[src/rtl/lock_pkg.sv]
// =============================================================================
// Module      : lock_pkg
// Description : Shared key codes, sequencer states and default timing for the
//               combination-lock controller.
// Revision    : 1.0 - initial release
// =============================================================================
`default_nettype none

package lock_pkg;

    localparam logic [3:0] KEY_STAR = 4'd10;
    localparam logic [3:0] KEY_HASH = 4'd11;

    // Defaults assume a 50 MHz clock.
    localparam int unsigned c_default_open_cycles    = 250_000_000;
    localparam int unsigned c_default_err_cycles     = 50_000_000;
    localparam int unsigned c_default_lockout_cycles = 1_500_000_000;
    localparam int unsigned c_default_timeout_cycles = 500_000_000;

    typedef enum logic [2:0] {
        IDLE    = 3'd0,
        ENTRY   = 3'd1,
        CHECK   = 3'd2,
        OPEN    = 3'd3,
        PROG    = 3'd4,
        ERROR   = 3'd5,
        LOCKOUT = 3'd6
    } state_t;

    typedef struct packed {
        logic unlock;
        logic err;
        logic lockout;
        logic prog;
    } ind_t;

    function automatic ind_t ind_of(input state_t s);
        ind_t ind;
        ind         = '0;
        ind.unlock  = (s == OPEN) || (s == PROG);
        ind.err     = (s == ERROR);
        ind.lockout = (s == LOCKOUT);
        ind.prog    = (s == PROG);
        return ind;
    endfunction

endpackage

`default_nettype wire

[src/rtl/lock_timer.sv]
// =============================================================================
// Module      : lock_timer
// Description : Shared 31-bit state timer with clear and terminal-count flag.
// Revision    : 1.0 - initial release
// =============================================================================
`default_nettype none

module lock_timer (
    input  logic        clk,
    input  logic        rst_n,
    input  logic        i_clr,
    input  logic [30:0] i_limit,
    output logic        o_tc
);

    logic [30:0] r_count;
    logic [30:0] w_count;

    // A clear reads as zero in its own cycle, so that cycle is count 0.
    assign w_count = i_clr ? 31'd0 : r_count;
    assign o_tc    = (w_count == (i_limit - 31'd1));

    always_ff @(posedge clk or negedge rst_n) begin
        if (!rst_n) begin
            r_count <= 31'd0;
        end else begin
            r_count <= w_count + 31'd1;
        end
    end

endmodule

`default_nettype wire

[src/rtl/lock_ctrl.sv]
// =============================================================================
// Module      : lock_ctrl
// Description : Combination-lock sequencer: digit entry, code check, unlock
//               hold, failed-attempt lockout and code reprogramming.
// Revision    : 1.0 - initial release
// =============================================================================
`default_nettype none

module lock_ctrl
    import lock_pkg::*;
#(
    parameter int unsigned              CODE_LEN       = 4,
    parameter logic [CODE_LEN*4-1:0]    DEFAULT_CODE   = 16'h1234,
    parameter int unsigned              MAX_FAIL       = 3,
    parameter int unsigned              OPEN_CYCLES    = c_default_open_cycles,
    parameter int unsigned              ERR_CYCLES     = c_default_err_cycles,
    parameter int unsigned              LOCKOUT_CYCLES = c_default_lockout_cycles,
    parameter int unsigned              TIMEOUT_CYCLES = c_default_timeout_cycles
) (
    input  logic       clk,
    input  logic       rst_n,
    input  logic       key_flag,
    input  logic [3:0] key_value,
    output logic       unlock,
    output logic       err,
    output logic       lockout,
    output logic       prog,
    output logic [2:0] digit_cnt,
    output logic       key_ack
);

    localparam int          c_bw     = CODE_LEN * 4;
    localparam int          c_fail_w = $clog2(MAX_FAIL + 1);
    localparam logic [2:0]  c_full   = 3'(CODE_LEN);

    state_t              r_state;
    ind_t                r_ind;
    logic                r_flag_d;
    logic [c_bw-1:0]     r_buf;
    logic [c_bw-1:0]     r_code;
    logic [c_fail_w-1:0] r_fail_cnt;
    logic                r_match;
    logic                r_tmr_clr;

    logic                w_digit;
    logic                w_star;
    logic                w_hash;
    logic                w_full;
    logic                w_tc;
    logic [30:0]         w_limit;
    logic [c_bw-1:0]     w_shift;
    logic [c_fail_w-1:0] w_fail_next;

    assign w_digit     = r_flag_d && (key_value <= 4'd9);
    assign w_star      = r_flag_d && (key_value == KEY_STAR);
    assign w_hash      = r_flag_d && (key_value == KEY_HASH);
    assign w_full      = (digit_cnt == c_full);
    assign w_shift     = (r_buf << 4) | c_bw'(key_value);
    assign w_fail_next = r_fail_cnt + 1'b1;

    assign unlock  = r_ind.unlock;
    assign err     = r_ind.err;
    assign lockout = r_ind.lockout;
    assign prog    = r_ind.prog;

    always_comb begin
        w_limit = 31'(TIMEOUT_CYCLES);
        case (r_state)
            OPEN:    w_limit = 31'(OPEN_CYCLES);
            ERROR:   w_limit = 31'(ERR_CYCLES);
            LOCKOUT: w_limit = 31'(LOCKOUT_CYCLES);
            default: w_limit = 31'(TIMEOUT_CYCLES);
        endcase
    end

    lock_timer u_timer (
        .clk     (clk),
        .rst_n   (rst_n),
        .i_clr   (r_tmr_clr),
        .i_limit (w_limit),
        .o_tc    (w_tc)
    );

    // Timer expiry is tested before any key so that a coinciding key is dropped.
    always_ff @(posedge clk or negedge rst_n) begin
        if (!rst_n) begin
            r_state    <= IDLE;
            r_ind      <= '0;
            r_flag_d   <= 1'b0;
            r_buf      <= '0;
            r_code     <= DEFAULT_CODE;
            r_fail_cnt <= '0;
            r_match    <= 1'b0;
            r_tmr_clr  <= 1'b0;
            digit_cnt  <= 3'd0;
            key_ack    <= 1'b0;
        end else begin
            r_flag_d  <= key_flag;
            key_ack   <= 1'b0;
            r_tmr_clr <= 1'b0;
            case (r_state)
                IDLE: begin
                    if (w_digit) begin
                        r_state   <= ENTRY;
                        r_ind     <= ind_of(ENTRY);
                        r_buf     <= c_bw'(key_value);
                        digit_cnt <= 3'd1;
                        key_ack   <= 1'b1;
                        r_tmr_clr <= 1'b1;
                    end
                end
                ENTRY: begin
                    if (w_tc) begin
                        r_state   <= IDLE;
                        r_ind     <= ind_of(IDLE);
                        r_buf     <= '0;
                        digit_cnt <= 3'd0;
                        r_tmr_clr <= 1'b1;
                    end else if (w_digit && !w_full) begin
                        r_buf     <= w_shift;
                        digit_cnt <= digit_cnt + 3'd1;
                        key_ack   <= 1'b1;
                        r_tmr_clr <= 1'b1;
                    end else if (w_star) begin
                        r_state   <= IDLE;
                        r_ind     <= ind_of(IDLE);
                        r_buf     <= '0;
                        digit_cnt <= 3'd0;
                        key_ack   <= 1'b1;
                        r_tmr_clr <= 1'b1;
                    end else if (w_hash) begin
                        // Match is resolved here so the buffer can clear on entry to CHECK.
                        r_match   <= w_full && (r_buf == r_code);
                        r_state   <= CHECK;
                        r_ind     <= ind_of(CHECK);
                        r_buf     <= '0;
                        digit_cnt <= 3'd0;
                        key_ack   <= 1'b1;
                        r_tmr_clr <= 1'b1;
                    end
                end
                CHECK: begin
                    r_tmr_clr <= 1'b1;
                    if (r_match) begin
                        r_state    <= OPEN;
                        r_ind      <= ind_of(OPEN);
                        r_fail_cnt <= '0;
                    end else if (w_fail_next == c_fail_w'(MAX_FAIL)) begin
                        r_state    <= LOCKOUT;
                        r_ind      <= ind_of(LOCKOUT);
                        r_fail_cnt <= w_fail_next;
                    end else begin
                        r_state    <= ERROR;
                        r_ind      <= ind_of(ERROR);
                        r_fail_cnt <= w_fail_next;
                    end
                end
                OPEN: begin
                    if (w_tc) begin
                        r_state   <= IDLE;
                        r_ind     <= ind_of(IDLE);
                        r_tmr_clr <= 1'b1;
                    end else if (w_hash) begin
                        r_state   <= IDLE;
                        r_ind     <= ind_of(IDLE);
                        key_ack   <= 1'b1;
                        r_tmr_clr <= 1'b1;
                    end else if (w_star) begin
                        r_state   <= PROG;
                        r_ind     <= ind_of(PROG);
                        r_buf     <= '0;
                        digit_cnt <= 3'd0;
                        key_ack   <= 1'b1;
                        r_tmr_clr <= 1'b1;
                    end
                end
                PROG: begin
                    if (w_tc) begin
                        r_state   <= IDLE;
                        r_ind     <= ind_of(IDLE);
                        r_buf     <= '0;
                        digit_cnt <= 3'd0;
                        r_tmr_clr <= 1'b1;
                    end else if (w_digit && !w_full) begin
                        r_buf     <= w_shift;
                        digit_cnt <= digit_cnt + 3'd1;
                        key_ack   <= 1'b1;
                        r_tmr_clr <= 1'b1;
                    end else if (w_star) begin
                        r_state   <= IDLE;
                        r_ind     <= ind_of(IDLE);
                        r_buf     <= '0;
                        digit_cnt <= 3'd0;
                        key_ack   <= 1'b1;
                        r_tmr_clr <= 1'b1;
                    end else if (w_hash) begin
                        if (w_full) begin
                            r_code  <= r_buf;
                            r_state <= IDLE;
                            r_ind   <= ind_of(IDLE);
                        end else begin
                            r_state <= ERROR;
                            r_ind   <= ind_of(ERROR);
                        end
                        r_buf     <= '0;
                        digit_cnt <= 3'd0;
                        key_ack   <= 1'b1;
                        r_tmr_clr <= 1'b1;
                    end
                end
                ERROR: begin
                    if (w_tc) begin
                        r_state   <= IDLE;
                        r_ind     <= ind_of(IDLE);
                        r_tmr_clr <= 1'b1;
                    end
                end
                LOCKOUT: begin
                    if (w_tc) begin
                        r_state    <= IDLE;
                        r_ind      <= ind_of(IDLE);
                        r_fail_cnt <= '0;
                        r_tmr_clr  <= 1'b1;
                    end
                end
                default: begin
                    r_state   <= IDLE;
                    r_ind     <= ind_of(IDLE);
                    r_buf     <= '0;
                    digit_cnt <= 3'd0;
                    r_tmr_clr <= 1'b1;
                end
            endcase
        end
    end

endmodule

`default_nettype wire

[config.mk]
export PLATFORM = sky130hd
export DESIGN_NAME = lock_ctrl
export DESIGN_NICKNAME = d
export VERILOG_FILES = /design/src/rtl/lock_pkg.sv /design/src/rtl/lock_timer.sv /design/src/rtl/lock_ctrl.sv
export SDC_FILE = /design/constraint.sdc
export NUM_CORES = 1
export LEC_CHECK = 0
export ABC_AREA = 1
export BUFFER_PORTS_ARGS = -buffer_cell sky130_fd_sc_hd__buf_2
export CORE_ASPECT_RATIO = 2
export CORE_MARGIN = 2
export CORE_UTILIZATION = 30
export CTS_CLUSTER_DIAMETER = 150
export DETAILED_ROUTE_END_ITERATION = 7
export HOLD_SLACK_MARGIN = 0.08
export PLACE_DENSITY = 0.48
export SLEW_MARGIN = 20
export SYNTH_ARGS = -nofsm -noshare
export SYNTH_HDL_FRONTEND = slang
export SYNTH_HIERARCHICAL = 1
export SYNTH_SLANG_ARGS = --single-unit
export TNS_END_PERCENT = 50
[constraint.sdc]
create_clock -name clk -period 4.5 [get_ports clk]
set_input_delay 0 -clock clk [delete_from_list [all_inputs] [get_ports clk]]
set_output_delay 0 -clock clk [all_outputs]
set_load 0.05 [all_outputs]
# Word-level counts from Yosys, hierarchy flattened

Cells that the tools add are included.

$add $sub $neg: 4
Order comparisons: 1
Equality and inequality tests: 24
Mux-type cells: 69
Bitwise gates (word level): 5
Reductions and logical operators: 16

Operators with widths:

| operator                | number |
|---|---|
| $mux W16                | 8 |
| $pmux W31 S3            | 1 |
| $mux W3                 | 24 |
| $pmux W16 S4            | 1 |
| $mux W4                 | 14 |
| $add A31 B1 Y31 const B | 1 |
| $eq A31 B31 Y1          | 1 |
| $mux W31                | 1 |
| $sub A31 B1 Y31 const B | 1 |
| $pmux W4 S6             | 1 |
| $pmux W3 S6             | 1 |
| $eq A16 B16 Y1          | 1 |
| $or A16 B4 Y16          | 1 |
| $eq A3 B3 Y1 const B    | 4 |
| $ne A4 B3 Y1 const B    | 3 |
| $pmux W3 S4             | 1 |
| $reduce_and A6 Y1       | 2 |
| $mux W1                 | 11 |
| $eq A4 B4 Y1 const B    | 2 |
| $ne A2 B2 Y1 const B    | 4 |
| $reduce_and A7 Y1       | 1 |
| $eq A3 B2 Y1 const B    | 2 |
| $mux W2                 | 3 |
| $ne A3 B2 Y1 const B    | 2 |
| 19 further kinds        | 28 |

Register bits after elaboration: 79
Input port bits: 7
Output and inout port bits: 8
Word-level logic and storage cells: 133

# Depth between registers and ports, before layout

Depth in word-level cells: 7
Depth in mapped cells: 29
Mapped depth without buffers: 26

# By module

The synthesis kept the hierarchy.

Modules (own cells, without submodules):

| module     | instances | cells an instance | area an instance (µm²) | sequential area each (µm²) |
|---|---|---|---|---|
| lock_timer | 1         | 501               | 3,050.4                | 775.7 |
| lock_ctrl  | 1         | 389               | 2,826.5                | 1,207.4 |

# Worst setup path after synthesis

No wires, ideal clock.

Path kind: register to register
Start point: register r_state[2]
End point: register r_ind, in the netlist err
Setup time: 119 ps
Arrival time: 3,769 ps
Data required time: 4,381 ps
Path slack: 611 ps
Cell stages (with the launch flop): 29
Path buffers: 3
Clock period less this slack: 3,889 ps
Cells stage by stage: dfrtp_1 buf_4 inv_2 nand3_2 inv_2 nor2_1 inv_1 nor2_1 nand2_1 nor2_1 nand2_1 nand2_1 nand2_1 nor2_1 nand2_1 nor2_1 nand2_1 nor2_1 nand2_1 nor2_1 buf_2 inv_1 buf_2 nand2_1 nand2_1 nor2_4 nand2_4 nand2_1 nand2_1

Word-level cells in the longest chain between the ends: 6
Elaborated cells between the ends (all ways): 23
Classes of those cells: 1 x add/sub; 14 x eq/ne; 5 x mux; 3 x reduce/logical

Ends and longest elaborated chain:

| what                                                                     | line             | RTL |
|---|---|---|
| from (decl)                                                              | lock_ctrl.sv:36  | `state_t r_state;` |
| from (signal assigned)                                                   | lock_ctrl.sv:87  | `r_state <= IDLE;` |
| from (signal assigned)                                                   | lock_ctrl.sv:104 | `r_state <= ENTRY;` |
| from (signal assigned)                                                   | lock_ctrl.sv:114 | `r_state <= IDLE;` |
| $eq A3 B3 Y1 / $eq A3 B2 Y1 (equally long branches)                      | lock_ctrl.sv:68  | `case (r_state)` |
| $pmux W31 S3 (*)                                                         | lock_ctrl.sv:68  |  |
| named net w_limit[19]                                                    | lock_ctrl.sv:50  | `logic [30:0] w_limit;` |
| $sub A31 B1 Y31 (*)                                                      | lock_timer.sv:21 | `assign o_tc = (w_count == (i_limit - 31'd1));` |
| $eq A31 B31 Y1 (*)                                                       | lock_timer.sv:21 |  |
| named net w_tc                                                           | lock_ctrl.sv:49  | `logic w_tc;` |
| $ne A4 B3 Y1 (no source line), or another cell as far along              | -                |  |
| $reduce_and A7 Y1 (no source line) / $pmux W4 S6 (equally long branches) | -                |  |
| to (signal assigned)                                                     | lock_ctrl.sv:105 | `r_ind <= ind_of(ENTRY);` |
| to (signal assigned)                                                     | lock_ctrl.sv:115 | `r_ind <= ind_of(IDLE);` |
| to (signal assigned)                                                     | lock_ctrl.sv:126 | `r_ind <= ind_of(IDLE);` |
| to (decl)                                                                | lock_ctrl.sv:37  | `ind_t r_ind;` |

Mark *: on every way through the listed nets, which the timed path passes. The rest lies on a longest branch.
A chain may end at the register's enable or synchronous reset.

# Worst setup path after layout

Start point: register r_state[2]
End point: register r_buf[2]

Word-level cells in the longest chain between the ends: 6
Elaborated cells between the ends (all ways): 21
Classes of those cells: 1 x add/sub; 12 x eq/ne; 3 x mux; 1 x bitwise; 4 x reduce/logical

Ends and longest elaborated chain:

| what                                                                      | line             | RTL |
|---|---|---|
| $eq A3 B3 Y1 / $eq A3 B2 Y1 (equally long branches)                       | lock_ctrl.sv:68  |  |
| $pmux W31 S3 (*)                                                          | lock_ctrl.sv:68  |  |
| named net w_limit[19]                                                     | lock_ctrl.sv:50  |  |
| $sub A31 B1 Y31 (*)                                                       | lock_timer.sv:21 |  |
| $eq A31 B31 Y1 (*)                                                        | lock_timer.sv:21 |  |
| named net w_tc                                                            | lock_ctrl.sv:49  |  |
| $ne A5 B1 Y1 (no source line), or another cell as far along               | -                |  |
| $reduce_and A6 Y1 (no source line) / $pmux W16 S4 (equally long branches) | -                |  |
| to (signal assigned)                                                      | lock_ctrl.sv:106 | `r_buf <= c_bw'(key_value);` |
| to (signal assigned)                                                      | lock_ctrl.sv:120 | `r_buf <= w_shift;` |
| to (signal assigned)                                                      | lock_ctrl.sv:185 | `r_buf <= w_shift;` |
| to (decl)                                                                 | lock_ctrl.sv:39  | `logic [c_bw-1:0] r_buf;` |

Marked as above.

==> flow_summary.ini <==
[floorplanning]
ios = 15
die_area_um2 = 20800
rows = 72
core_area_um2 = 19300
die-height_um = 202
die_w_um = 103
initial_core_util_pct = 30.5

[logic_synthesis]
synth_cells = 890
synth-seq-cells = 79
syn_avg_cell_area_um2 = 6.60
async_reset_ff_share_pct = 100
synth_top_area_share_pct = 31.5
synth.area.top_cells = dfrtp_1 (32%), nand2_1 (20%), inv_1 (7.7%), nor2_1 (7.7%), nand3_1 (4.9%)
synth_edf_count = 0
ys_seq_area_share_pct = 33.7
syn-cell-area_um2 = 5880
yosys.area.top_type = dfrtp_1
synthFlopType = dfrtp_1
ys_warn_count = 6
synthTopCellsByCount = nand2_1 (310), inv_1 (121), nor2_1 (120)
yosysMostFrequentCell = nand2_1
ys_types = 38

[routing]
drtPass1Iterations = 4
drtAntennaViolNets = 0
wire_per_inst_um = 14.3
drc = 0
dr_total_vias = 5327
drtIter0Drc = 217
drt-total-wl_um = 17400
vias_per_cell = 4.40

[setup_path]
arrival_ns = 4.07
critPathKind = flip-flop to flip-flop
start_kind = flip-flop
critPathMaxStageDelay_ns = 0.60
critPathSlowestCell = dfrtp_1
critPathCaptureType = flip-flop
crit_family = simple AND/OR/NAND/NOR gates
cp.required_ns = 4.75
crit_fanout = 19
cpMostUsedCell = nand2_1
critical_path_buf_inv_count = 7

[worst_hold_path]
min_path_type = input port to flip-flop

[finish]
drive_gt1_share_pct = 11.5
num-nets-final = 960
insertedDiodeCount = 0
design_area_um2 = 6720
final_util_pct = 34.8
instances_no_fill = 1212
areaGrowthSynthToFinish_pct = 14.3

[clocking]
cts_resized = 0
clk_pin_slew_worst_paths_ns = 0.07
clk_latency_ns = 0.35
cts_sinks = 79
cts_buffer_depth = 2
cts_setup_buffers = 0
h-tree-depth = 3
cts_buffers = 9
cts.root.buffer_cell = clkbuf_16
ctsHoldBuffers = 7
tritoncts = built

[global_routing]
track_usage_pct = 17.8
overflow = 0
grt_pass1_vias = 5364
grt_max_degree = 65
grt_pass1_wl_um = 27500
antenna_found_initial = 0

[sta]
clock_skew_ns = 0.0133
fin_tns_setup_ns = 0
rsz0062_at_grt = false
slew_headroom_pct = 43.3
min_period_ns = 3.82
whs_ns = 0.293
timing.final.crit_share_pct = 84.9
setup_viol = 0
worstMarginPinSlew_ns = 0.851
final_max_slew_viol_count = 0
max_freq_mhz = 262
finalHoldViolations = 0

[power_and_ir_drop]
p_leak_uw = 0.00345
pwr_density_cell_nw_per_um2 = 461
max-vdd-ir-drop_mv = 0.176

[outcome]
status = finished, final reports clean

[placement]
place_inst = 1189
gp_congestion = 0.939
dp_hpwl_um = 14100
place_area_um2 = 6340
port_buffers = 14

[job]
max_cap_viol_count = 0
[flip-flops by register name (all words and copies together), names as in the netlist, 2 cells and up]
signal	count
r_code	16
r_fail_cnt	2
r_buf	16
u_timer/r_count	31
digit_cnt	3
r_state	3
[area by class of cell]
cell class / instances / area (um^2)
Multi-Input combinational cell: 701 / 3420
Fill cell: 2193 / 12600
Clock inverter: 7 / 78.8
Clock buffer: 9 / 225
Inverter: 129 / 487
Sequential cell: 79 / 1980
Timing Repair Buffer: 28 / 195
Tap cell: 259 / 324
[where the power goes]
part | leakage, uW | switching, uW | internal (uW)
registers | 0.00106 | 112 | 810
logic | 0.00224 | 1000 | 398
clock network | 0.000144 | 339 | 437
total | 0.00345 | 1450 | 1650
[stage by stage]
step / total power, uW / setup slack, ns
after detailed placement: 2340 / 0.701
after global routing: 3330 / 0.215
final: 3100 / 0.680
after global placement: 2340 / 0.771
after floorplan: 1980 / 0.611
after CTS: 3140 / 0.664
[routing by layer]
metal	track usage (%)	wire, um
met1	15.9	5790
met3	2.80	326
met2	35.2	10300
met5	0	0
met4	10.2	976
[worst paths after layout]
path / from / slack, ns / endpoint / depth (start not counted)
max reg2reg: r_state[2] / 0.68 / r_buf[2] / 27
max: r_state[2] / 0.68 / r_buf[2] / 27
min: key_flag / 0.29 / r_flag_d / 2
min in group asynchronous: rst_n / 0.41 / r_code[11] / 3
max in group asynchronous: rst_n / 3.20 / u_timer/r_count[21] / 3
min reg2reg: lockout / 0.47 / lockout / 2
[cell usage in the layout, fill, tap and decap left out, types with 3 or more instances in the layout]
cell type      Yosys  routed
nor2_1           120     120
o21ai_1            8       8
buf_4              3       8
nand3_1           57      57
nor3_1            12      12
dfstp_2            5       5
nand4_1           12      12
nor2_4             5       5
nand2_2           20      20
dlygate4sd3_1      0       7
or2_2              4       4
nand3b_1           3       3
inv_2              6       6
inv_1            121     121
nor4_1             3       3
conb_1             2      34
clkbuf_16          0       9
nor2_2             7       7
nand2_4            3       3
o21bai_1           3       3
a21oi_1            8       8
dfrtp_1           74      74
ha_1               5       5
xor2_1            31      31
buf_2              5      13
nand3_2            6       6
xnor2_1           15      15
o21ai_0           17      17
nand2_1          310     310
o21ai_2            9       9
[logic make-up (layout without fill, tap and decap cells)]
kind of cell / Yosys count / count (layout) / synth area share (%)
other: 2 / 34 / 0.128
XOR/XNOR: 47 / 47 / 7.26
flip-flops: 79 / 79 / 33.7
AO/OA/AOI/OAI: 47 / 47 / 4.92
AND/OR/NAND/NOR: 568 / 568 / 42.8
buffers and inverters: 142 / 173 / 10.0
adder cells (fa/ha/maj): 5 / 5 / 1.06
[worst register-to-register path, delay by kind of cell, from the launching register on]
family | cells | cell delay, ns
buffers and inverters | 7 | 0.93
AND/OR/NAND/NOR | 20 | 2.19
flip-flops | 1 | 0.60
Note: power is estimated with default switching activity, not from simulation.
